File: config.mk
export PLATFORM = sky130hd
export DESIGN_NAME = pc_sequencer
export DESIGN_NICKNAME = d
export VERILOG_FILES = /design/src/rtl/pc_pkg.sv /design/src/rtl/pc_next_sel.sv /design/src/rtl/pc_sequencer.sv
export SDC_FILE = /design/constraint.sdc
export NUM_CORES = 1
export LEC_CHECK = 0
export CORE_MARGIN = 3
export CORE_UTILIZATION = 49
export CTS_CLUSTER_DIAMETER = 200
export DETAILED_ROUTE_END_ITERATION = 10
export PLACE_DENSITY = 0.84
export RECOVER_POWER = 25
export SETUP_SLACK_MARGIN = 0.2
export SLEW_MARGIN = 10
export SYNTH_ARGS = -nofsm -noshare
export SYNTH_HDL_FRONTEND = slang
export SYNTH_SLANG_ARGS = --single-unit
File: constraint.sdc
create_clock -name Clk -period 2.49 [get_ports Clk]
set_input_delay 0.6225 -clock Clk [delete_from_list [all_inputs] [get_ports Clk]]
set_output_delay 0.6225 -clock Clk [all_outputs]
set_load 0.01 [all_outputs]
File: src/rtl/pc_pkg.sv
// Shared types for the program-counter sequencer: FSM states, widths and the PC type.
package pc_pkg;

    localparam int PC_W  = 10;
    localparam int IDX_W = 5;

    typedef logic [PC_W-1:0] pc_t;

    typedef enum logic [1:0] {
        IDLE = 2'd0,
        RUN  = 2'd1,
        DONE = 2'd2
    } state_t;

endpackage

File: src/rtl/pc_next_sel.sv
// Next-PC priority mux for one RUN cycle: stall, then halt, then taken branch,
// then the end-of-program fault, then sequential increment.
module pc_next_sel #(
    parameter int PC_W     = 10,
    parameter int PROG_MAX = 1023
) (
    input  logic [PC_W-1:0] pc,
    input  logic            stall,
    input  logic            halt_instr,
    input  logic            branch_en,
    input  logic            branch_taken,
    input  logic [PC_W-1:0] lut_target,
    output logic [PC_W-1:0] next_pc,
    output logic            halt_hit,
    output logic            fault_hit
);

    localparam logic [PC_W-1:0] PC_LAST = PC_W'(PROG_MAX);

    always_comb begin
        next_pc   = pc;
        halt_hit  = 1'b0;
        fault_hit = 1'b0;
        if (!stall) begin
            if (halt_instr) begin
                halt_hit = 1'b1;
            end else if (branch_en && branch_taken) begin
                // A taken branch is legal even from the last program word.
                next_pc = lut_target;
            end else if (pc == PC_LAST) begin
                fault_hit = 1'b1;
            end else begin
                next_pc = pc + 1'b1;
            end
        end
    end

endmodule

File: src/rtl/pc_sequencer.sv
// Run/halt sequencer for the single-cycle core: owns the PC, the start/done
// handshake with the host, the sticky fault flag and a saturating run-cycle counter.
module pc_sequencer #(
    parameter int PC_W     = pc_pkg::PC_W,
    parameter int IDX_W    = pc_pkg::IDX_W,
    parameter int START_PC = 0,
    parameter int PROG_MAX = 1023,
    parameter int CYC_W    = 16
) (
    input  logic             Clk,
    input  logic             Reset,
    input  logic             Start,
    input  logic             Stall,
    input  logic             Halt_instr,
    input  logic             Branch_en,
    input  logic             Branch_taken,
    input  logic [IDX_W-1:0] Lut_idx,
    output logic [IDX_W-1:0] Lut_addr,
    input  logic [PC_W-1:0]  Lut_target,
    output logic [PC_W-1:0]  PC,
    output logic             Running,
    output logic             Done,
    input  logic             Done_ack,
    output logic             Fault,
    output logic [CYC_W-1:0] Cycle_count
);

    import pc_pkg::*;

    localparam logic [PC_W-1:0] START_PC_P = PC_W'(START_PC);

    state_t            state_q, state_d;
    logic [PC_W-1:0]   pc_q, pc_d;
    logic              running_q, running_d;
    logic              done_q, done_d;
    logic              fault_q, fault_d;
    logic [CYC_W-1:0]  cyc_q, cyc_d;

    logic [PC_W-1:0]   sel_next_pc;
    logic              sel_halt;
    logic              sel_fault;

    pc_next_sel #(
        .PC_W     (PC_W),
        .PROG_MAX (PROG_MAX)
    ) u_next_sel (
        .pc           (pc_q),
        .stall        (Stall),
        .halt_instr   (Halt_instr),
        .branch_en    (Branch_en),
        .branch_taken (Branch_taken),
        .lut_target   (Lut_target),
        .next_pc      (sel_next_pc),
        .halt_hit     (sel_halt),
        .fault_hit    (sel_fault)
    );

    // The LUT is combinational, so its target is consumed in the same cycle.
    always_comb begin
        Lut_addr = (state_q == RUN) ? Lut_idx : '0;
    end

    always_comb begin
        state_d   = state_q;
        pc_d      = pc_q;
        running_d = running_q;
        done_d    = done_q;
        fault_d   = fault_q;
        cyc_d     = cyc_q;
        case (state_q)
            IDLE: begin
                pc_d      = START_PC_P;
                running_d = 1'b0;
                done_d    = 1'b0;
                if (Start) begin
                    state_d   = RUN;
                    running_d = 1'b1;
                    cyc_d     = '0;
                    fault_d   = 1'b0;
                end
            end
            RUN: begin
                cyc_d = (&cyc_q) ? cyc_q : cyc_q + 1'b1;
                pc_d  = sel_next_pc;
                if (sel_halt || sel_fault) begin
                    state_d   = DONE;
                    running_d = 1'b0;
                    done_d    = 1'b1;
                end
                if (sel_fault) begin
                    fault_d = 1'b1;
                end
            end
            DONE: begin
                // Fault and the cycle count survive the ack so the host can still read them.
                if (Done_ack) begin
                    state_d = IDLE;
                    done_d  = 1'b0;
                    pc_d    = START_PC_P;
                end
            end
            default: begin
                state_d   = IDLE;
                pc_d      = START_PC_P;
                running_d = 1'b0;
                done_d    = 1'b0;
            end
        endcase
    end

    always_ff @(posedge Clk) begin
        if (Reset) begin
            state_q   <= IDLE;
            pc_q      <= START_PC_P;
            running_q <= 1'b0;
            done_q    <= 1'b0;
            fault_q   <= 1'b0;
            cyc_q     <= '0;
        end else begin
            state_q   <= state_d;
            pc_q      <= pc_d;
            running_q <= running_d;
            done_q    <= done_d;
            fault_q   <= fault_d;
            cyc_q     <= cyc_d;
        end
    end

    assign PC          = pc_q;
    assign Running     = running_q;
    assign Done        = done_q;
    assign Fault       = fault_q;
    assign Cycle_count = cyc_q;

endmodule

Yosys cells after proc, flatten, opt, wreduce, memory -nomap -nowiden
Index checks and enable logic that the tools add are counted.
{ "totals": {"wordCells": 60, "input_bits": 23, "out_inout_bits": 34, "regBits": 31} }
{ "op_classes": {"mux": 29, "n_reduce_logical": 11, "eq_ne": 11, "n_addsub": 2, "n_bitwise": 1} }
{ "op_table": {"columns": ["cell", "n"], "rows": [
  ["$mux 10", 5],
  ["$mux 16", 2],
  ["$pmux 16 s2", 1],
  ["$pmux 10 s2", 1],
  ["$add 16x1->16 const B", 1],
  ["$reduce_and 16->1", 1],
  ["$mux 1", 12],
  ["$ne 2x2->1 const B", 6],
  ["$add 10x1->10 const B", 1],
  ["$eq 10x10->1 const B", 1],
  ["$reduce_and 3->1", 3],
  ["$mux 2", 3],
  ["$pmux 2 s3", 1],
  ["$mux 5", 1],
  ["$pmux 1 s2", 2],
  ["$reduce_and 2->1", 2],
  ["$reduce_and 4->1", 1],
  ["$ne 3x2->1 const B", 1],
  ["$pmux 1 s3", 1],
  ["$eq 2x1->1 const B", 1],
  ["$eq 2x2->1 const B", 1],
  ["$logic_not 2->1", 1],
  ["$ne 2x1->1 const B", 1],
  ["$reduce_bool 2->1", 1],
  ["other kinds (3)", 3]
]} }

Logic depth before layout (Yosys ltp)
{ "logic_depth": {"word_depth": 8, "ltp_mapped": 7, "ltp_nobuf": 6} }

By module
From an unflattened synthesis, not the netlist that was laid out.
{ "unflattened": {"cells_unflattened": 236, "hier_area_um2": 1983.2} }
{ "modules_own_cells": {"columns": ["module", "area_per_inst_um2", "seq_area_each_um2", "instances", "cells_each"], "rows": [
  ["pc_sequencer", 1525.2, 620.6, 1, 168],
  ["pc_next_sel", 457.9, 0.0, 1, 68]
]} }

Worst setup path before layout
Ideal clock, no wire load.
{ "synth_path": {"path_type": "reg2out", "startpoint": "register state_q[0]", "endpoint": "output port Lut_addr[0]", "stages_incl_launch_ff": 4, "t_arrival_ns": 1.131, "t_required_ns": 1.867, "path_buffers": 1, "path_slack_ns": 0.736, "cell_sequence": "dfxtp_1 -> nor2b_1 -> clkbuf_1 -> and2_1"} }
{ "synth_between": {"elab_chain_cells": 2} }
{ "synth_lines": {"columns": ["item", "line_no", "source"], "rows": [
  ["from (decl)", "pc_sequencer.sv:32", "state_t state_q, state_d;"],
  ["from (signal assigned)", "pc_sequencer.sv:120", "state_q <= state_d;"],
  ["$eq 2x1->1", "pc_sequencer.sv:60", "Lut_addr = (state_q == RUN) ? Lut_idx : '0;"],
  ["$mux 5", "pc_sequencer.sv:60", null],
  ["to (decl)", "pc_sequencer.sv:18", "output logic [IDX_W-1:0] Lut_addr,"]
]} }
No other way between the ends.

==> impl_metrics.json <==
{
  "status": "complete, no violations",
  "vias": 1720,
  "clkLatencyLatePin_ns": 0.33,
  "cp_data_arrival_time_ns": 2.34,
  "grtUsageTotal": 0.215,
  "ys_seq_area_frac": 0.355,
  "die_h_um": 65.7,
  "ant_nets": 0,
  "drtPass1Iterations": 4,
  "synthArstFlopShare": 0,
  "worst_pin_slew_ns": 0.774,
  "synth_edf_count": 0,
  "ys_seq_elements": 31,
  "power_density_nw_per_um2": 421,
  "yosysWarnings": 0,
  "grt_max_degree": 15,
  "cp-end-kind": "register",
  "worst_r2r_path_depth": 6,
  "cts_sinks": 31,
  "place_area_um2": 2340,
  "post-cts-setup-buffers": 0,
  "crit_fanout": 14,
  "avgSynthCellArea_um2": 8.60,
  "final_max_slew_viol_count": 0,
  "drive_gt1_frac": 0.0916,
  "design_area_um2": 2390,
  "wl_met2_mm": 2.00,
  "crit_start": "Reset",
  "utilization": 0.706,
  "antenna_found_initial": 0,
  "power.leakage_uw": 0.000839,
  "grt_setup_unrepaired": "no",
  "fin_crit_sh": 0.859,
  "die_w_um": 65.7,
  "netlist-cell-type-count": 50,
  "fp-row-count": 21,
  "finalSetupViolCount": 0,
  "worstSetupPathType": "input pin to register",
  "portBuffers": 56,
  "maxSlewHeadroom": 0.484,
  "drc": 0,
  "synth_ff_type": "dfxtp_1",
  "antenna_cells": 0,
  "worst-r2r-setup-slack_ns": 0.43,
  "hold_class": "register to register",
  "root_buffer": "clkbuf_4",
  "rr_startpoint": "Cycle_count[0]$_SDFFE_PP0P_",
  "max-clock-path-buffers": 2,
  "drv_cap": 0,
  "wl_mm": 4.34,
  "nFillCells": 275,
  "synth_fp_nets": 228,
  "initial_core_util": 0.515,
  "critical_path_required_ns": 2.69,
  "fp.dieArea_um2": 4320,
  "crit_cells": 5,
  "worst_r2r_endpoint": "Cycle_count[7]$_SDFFE_PP0P_",
  "via_per_inst": 5.58,
  "path_cells": "dlygate4sd3_1 -> clkbuf_1 -> a21oi_1 -> nand3_1 -> o31ai_1",
  "max_clock_freq_ghz": 0.467,
  "cts.clk_slew.worst_paths_ns": 0.10,
  "htree_levels": 2,
  "cts_tree": "built",
  "area_growth_pct": 37.0,
  "cts-buffers-inserted": 5,
  "endpoint": "Cycle_count[0]$_SDFFE_PP0P_",
  "hpwl_mm": 3.25,
  "layout_commonest_cell": "clkdlybuf4s50_1",
  "topRoutingLayerUsed": "met4",
  "wl_per_cell_um": 14.1,
  "slowest_stage": "dlygate4sd3_1",
  "ir_drop_v": 0.000290,
  "finalWorstSetupSlack_ns": 0.351,
  "period_minus_slack_ns": 2.14,
  "setup_tns_ns": 0,
  "wl_met3_um": 241,
  "fin_worst_skew_ns": 0.00843,
  "final_cell_mix": "clkdlybuf4s50_1, dfxtp_1, nand2_1",
  "grt_overflow": 0,
  "synth_area_um2": 1750,
  "drt_iter0_drc": 109,
  "crit_family": "buffers and inverters",
  "ios": 57,
  "netlist_instances": 203,
  "start_kind": "input pin",
  "pre_cts_ws_ns": 0.148,
  "finalHoldViolations": 0,
  "core-area_um2": 3390,
  "grt_pass1_wl_mm": 7.31,
  "slowest_delay_ns": 0.69,
  "gp_congestion": 0.835,
  "met1Wirelength_mm": 2.03,
  "grt_pass1_vias": 1651,
  "path_buf_inv": 2,
  "layout.nets": 286
}
-- power by group --
group	switching, uW	total, uW	internal (uW)	leakage (uW)
sequential	12.6	517	504	0.000251
clock	170	336	166	0.0000386
combinational	75.0	153	78.2	0.000550
total	258	1010	749	0.000839
-- registers in the layout, indices dropped and copies added, names as in the netlist --
register	cells
state_q	2
PC	10
Running	1
Fault	1
Done	1
Cycle_count	16
-- synthesized netlist by cell type, types with 2 or more instances --
library cell / count / area share
dfxtp_1: 31 / 0.36
nand2_1: 21 / 0.045
nor2_1: 20 / 0.043
a21oi_1: 15 / 0.043
nand4_1: 9 / 0.032
and2_1: 8 / 0.029
nand3_1: 8 / 0.023
xnor2_1: 8 / 0.040
clkbuf_1: 5 / 0.011
xor2_1: 5 / 0.025
and3_1: 4 / 0.014
nand2b_1: 4 / 0.014
o211ai_1: 4 / 0.017
o2bb2ai_1: 4 / 0.020
a211oi_2: 3 / 0.021
nand3b_1: 3 / 0.013
nor3_1: 3 / 0.0086
nor4_1: 3 / 0.011
o21ai_0: 3 / 0.0086
a32o_1: 2 / 0.011
and4_1: 2 / 0.010
and4bb_1: 2 / 0.014
buf_6: 2 / 0.013
ha_1: 2 / 0.014
inv_1: 2 / 0.0043
mux2i_1: 2 / 0.011
nor2_2: 2 / 0.0072
o21ai_1: 2 / 0.0057
o21bai_1: 2 / 0.0086
or3_1: 2 / 0.0072
-- worst reg2reg max path, cell delays in order, from the launching register on --
cell and delay (ns):
dfxtp_1 0.41, ha_1 0.23, nand4_1 0.14, nor4_2 0.66
and4bb_1 0.30, xnor2_1 0.13, nor2_1 0.05
-- how the worst min path moves through the flow --
stage | cells past startpoint | slack [ns] | end | startpoint
2_1_floorplan | 2 | 0.48 | Done$_SDFFE_PP0P_ | Done$_SDFFE_PP0P_
3_3_place_gp | 2 | 0.45 | Done$_SDFFE_PP0P_ | Done$_SDFFE_PP0P_
3_5_place_dp | 2 | 0.45 | Done$_SDFFE_PP0P_ | Done$_SDFFE_PP0P_
4_1_cts | 2 | 0.47 | Done$_SDFFE_PP0P_ | Done$_SDFFE_PP0P_
5_1_grt | 2 | 0.51 | Done$_SDFFE_PP0P_ | Done$_SDFFE_PP0P_
6_report | 2 | 0.46 | Done$_SDFFE_PP0P_ | Done$_SDFFE_PP0P_
-- timing repair --
item	in CTS	in global routing
hold buffers	0	0
endpoints found under the setup margin	5	1
gates resized for setup	7	1
pin swaps	0	0
hold endpoints to repair	0	0
-- kinds of logic (layout without fill, tap and decap cells) --
| kind of cell | after synthesis | in the layout | share of synthesized area |
|---|---|---|---|
| AOI/OAI and AO/OA | 45 | 45 | 0.196 |
| xor gates and xnor gates | 13 | 13 | 0.0652 |
| adders and majority gates | 2 | 2 | 0.0143 |
| buffers and inverters | 10 | 69 | 0.0301 |
| DFF | 31 | 31 | 0.355 |
| muxes | 2 | 2 | 0.0115 |
| and+or+nand+nor | 100 | 100 | 0.327 |
-- final cells by class --
class / count / area, um^2 / area share
clock buffers: 8 / 68.8 / 0.0288
well taps: 46 / 57.6 / 0.0240
inverters: 2 / 7.51 / 0.00314
flip-flops and latches: 31 / 622 / 0.260
multi-input cells: 162 / 1060 / 0.443
repair buffers: 59 / 577 / 0.241
-- routing by layer --
| metal | track usage | up-vias |
|---|---|---|
| met2 | 0.339 | 47 |
| met4 | 0.0829 | 0 |
| met5 | 0 | - |
| met1 | 0.284 | 797 |
| li1 | - | 867 |
| met3 | 0.0479 | 9 |
-- per-stage QoR --
stage	power (uW)	cells	hold slack (ns)
3_3_place_gp	682	300	0.453
2_1_floorplan	610	203	0.481
3_5_place_dp	684	300	0.454
4_1_cts	1010	308	0.470
6_report	1010	308	0.461
5_1_grt	1060	308	0.509
(Power assumes the default switching activity.)
==> RTL edit, RTL diff (same settings) <==
Encoding of `state_t`: now one-hot (3 bits for 3 states).
--- a/src/rtl/pc_pkg.sv
+++ b/src/rtl/pc_pkg.sv
@@ -6,10 +6,10 @@
 
     typedef logic [PC_W-1:0] pc_t;
 
-    typedef enum logic [1:0] {
-        IDLE = 2'd0,
-        RUN  = 2'd1,
-        DONE = 2'd2
+    typedef enum logic [2:0] {
+        IDLE = 3'b001,
+        RUN  = 3'b010,
+        DONE = 3'b100
     } state_t;
 
 endpackage
Check against the original RTL: no difference found for any inputs over 10 cycles, from zero or initial values and one cycle with Reset high; not proved beyond that.
==> RTL edit against the original RTL <==
- sequential cell count grew 1
- total power grew 19%
- synthesized cell count grew 10%
- fmax shrank 0.89%
- design area grew 11%
- global-route usage grew 0.45 points
- register-to-register slack gained 0.02 ns
- worst setup slack lost 0.019 ns
- first-iteration DRC count grew 41%
- area after synthesis grew 9.5%
- routed wire length grew 10%
- largest power group is now the clock network
==> RTL edit: results <==
[run_status]
outcome = finished, final reports clean

[global_routing]
use_met3_pct = 5.91
grt_usage_pct = 22.0
antenna_found_initial = 0
use_met2_pct = 36.9
grt_first_pass_wirelength_um = 7950
use_met1_pct = 27.4
grt_pass1_vias = 1777
grt_max_degree = 22

[synth]
synth_nets = 249
synth_commonest_cells = dfxtp_1, nor2_1, nand2_1
ys_types = 57
ys_warn_count = 0
ys_seq_area_share_pct = 33.5
synth_area_leaders = dfxtp_1, xnor2_1, nor2_1, nand2_1, nand3_1

[setup_path]
rr_worst_depth = 7
r2r_start = state_q[2]
crit_family = compound AO/OA/AOI/OAI gates
slowest_delay_ns = 0.48
r2r_end = Cycle_count[14]
critPathSlowestCell = clkdlybuf4s50_1
startpoint = Start
reg2reg_slack_ns = 0.45
crit_fanout = 8

[route]
wl_um = 4780
drt_iter0_markers = 154
via_per_inst = 5.63

[clocking]
root_buffer = clkbuf_8
cts.reportedPaths.clkPinSlew_ns = 0.07
clock_latency_ns = 0.28

[layout]
fin_nets = 309
fillCellCount = 321
final_layout_size_suffix_gt1_share_pct = 14.4

[power_and_ir_drop]
leakagePower_nw = 0.933
peakVddDrop_mv = 0.292

[placed_design]
gp_congestion = 0.825
post-dp-hpwl_um = 3510

[min_path]
min_to = Fault
hold_path.startpoint = Fault

[sta]
worstMarginPinSlew_ns = 0.567
worst_clock_skew_ns = 0.00387
RTL edit: cell types whose count changed after synthesis, sizes merged, moves of 4 or more:
| cell | delta |
|---|---|
| xnor2 | +8 |
| o21ai | +6 |
| nand4 | -5 |
| nor2 | +5 |
| a211oi | +4 |
| xor2 | -4 |
RTL edit: cells by family after synthesis:
| kind of cell | synth area share (%) |
|---|---|
| buf+inv | 4.84 |
| xor+xnor | 7.79 |
| simple gates | 28.5 |
| fa+ha+maj | 1.31 |
| flops | 33.5 |
| mux | 0.589 |
| compound gates | 23.4 |
RTL edit: final cells by class:
class                           count  area (um2)  share of cell area (%)
Clock buffer                        7        96.3                    3.64
Timing Repair Buffer               66         629                    23.8
Multi-Input combinational cell    174        1170                    44.3
Inverter                            5        18.8                   0.709
Clock inverter                      1        30.0                    1.13
Tap cell                           48        60.1                    2.27
Sequential cell                    32         642                    24.2
RTL edit: timing repair:
| item | CTS | global route |
|---|---|---|
| endpoints found under the setup margin | 5 | 0 |
| gates resized for setup | 6 | 0 |
| buffers inserted | 1 | 0 |
RTL edit: worst max path at each step:
stage	to	slack, ns	depth (start not counted)
floorplan	Lut_addr[0]	0.62	4
global placement	PC[4]	0.14	7
detailed placement	PC[0]	0.09	6
CTS	PC[0]	0.37	6
global route	Cycle_count[13]	0.18	6
finish	Cycle_count[14]	0.33	6
RTL edit: stage by stage:
step	worst slack [ns]	hold WS [ns]	instance area, um2	std cells
2_1_floorplan	0.619	0.504	1910	224
3_3_place_gp	0.137	0.480	2530	324
3_5_place_dp	0.0850	0.489	2530	324
4_1_cts	0.372	0.510	2660	333
5_1_grt	0.180	0.534	2650	333
6_report	0.332	0.492	2650	333
RTL edit: power by group:
group | internal, mW | switching (mW) | total (mW)
logic | 0.0673 | 0.0594 | 0.127
clock network | 0.353 | 0.191 | 0.544
registers | 0.519 | 0.0112 | 0.530
RTL edit: layer usage:
metal  share of wire [%]  vias to the layer above
met5                   0                        -
met4                0.92                        0
met3                 6.5                        7
met2                  49                       59
met1                  44                      872
li1                    -                      938
RTL edit: worst register-to-register path: stages (launching register included):
cell and delay (ns):
dfxtp_1 0.42, nor3b_4 0.30, buf_4 0.15, buf_4 0.24, o2111ai_1 0.34, a211oi_2 0.29, xnor2_1 0.15, nor2_1 0.05
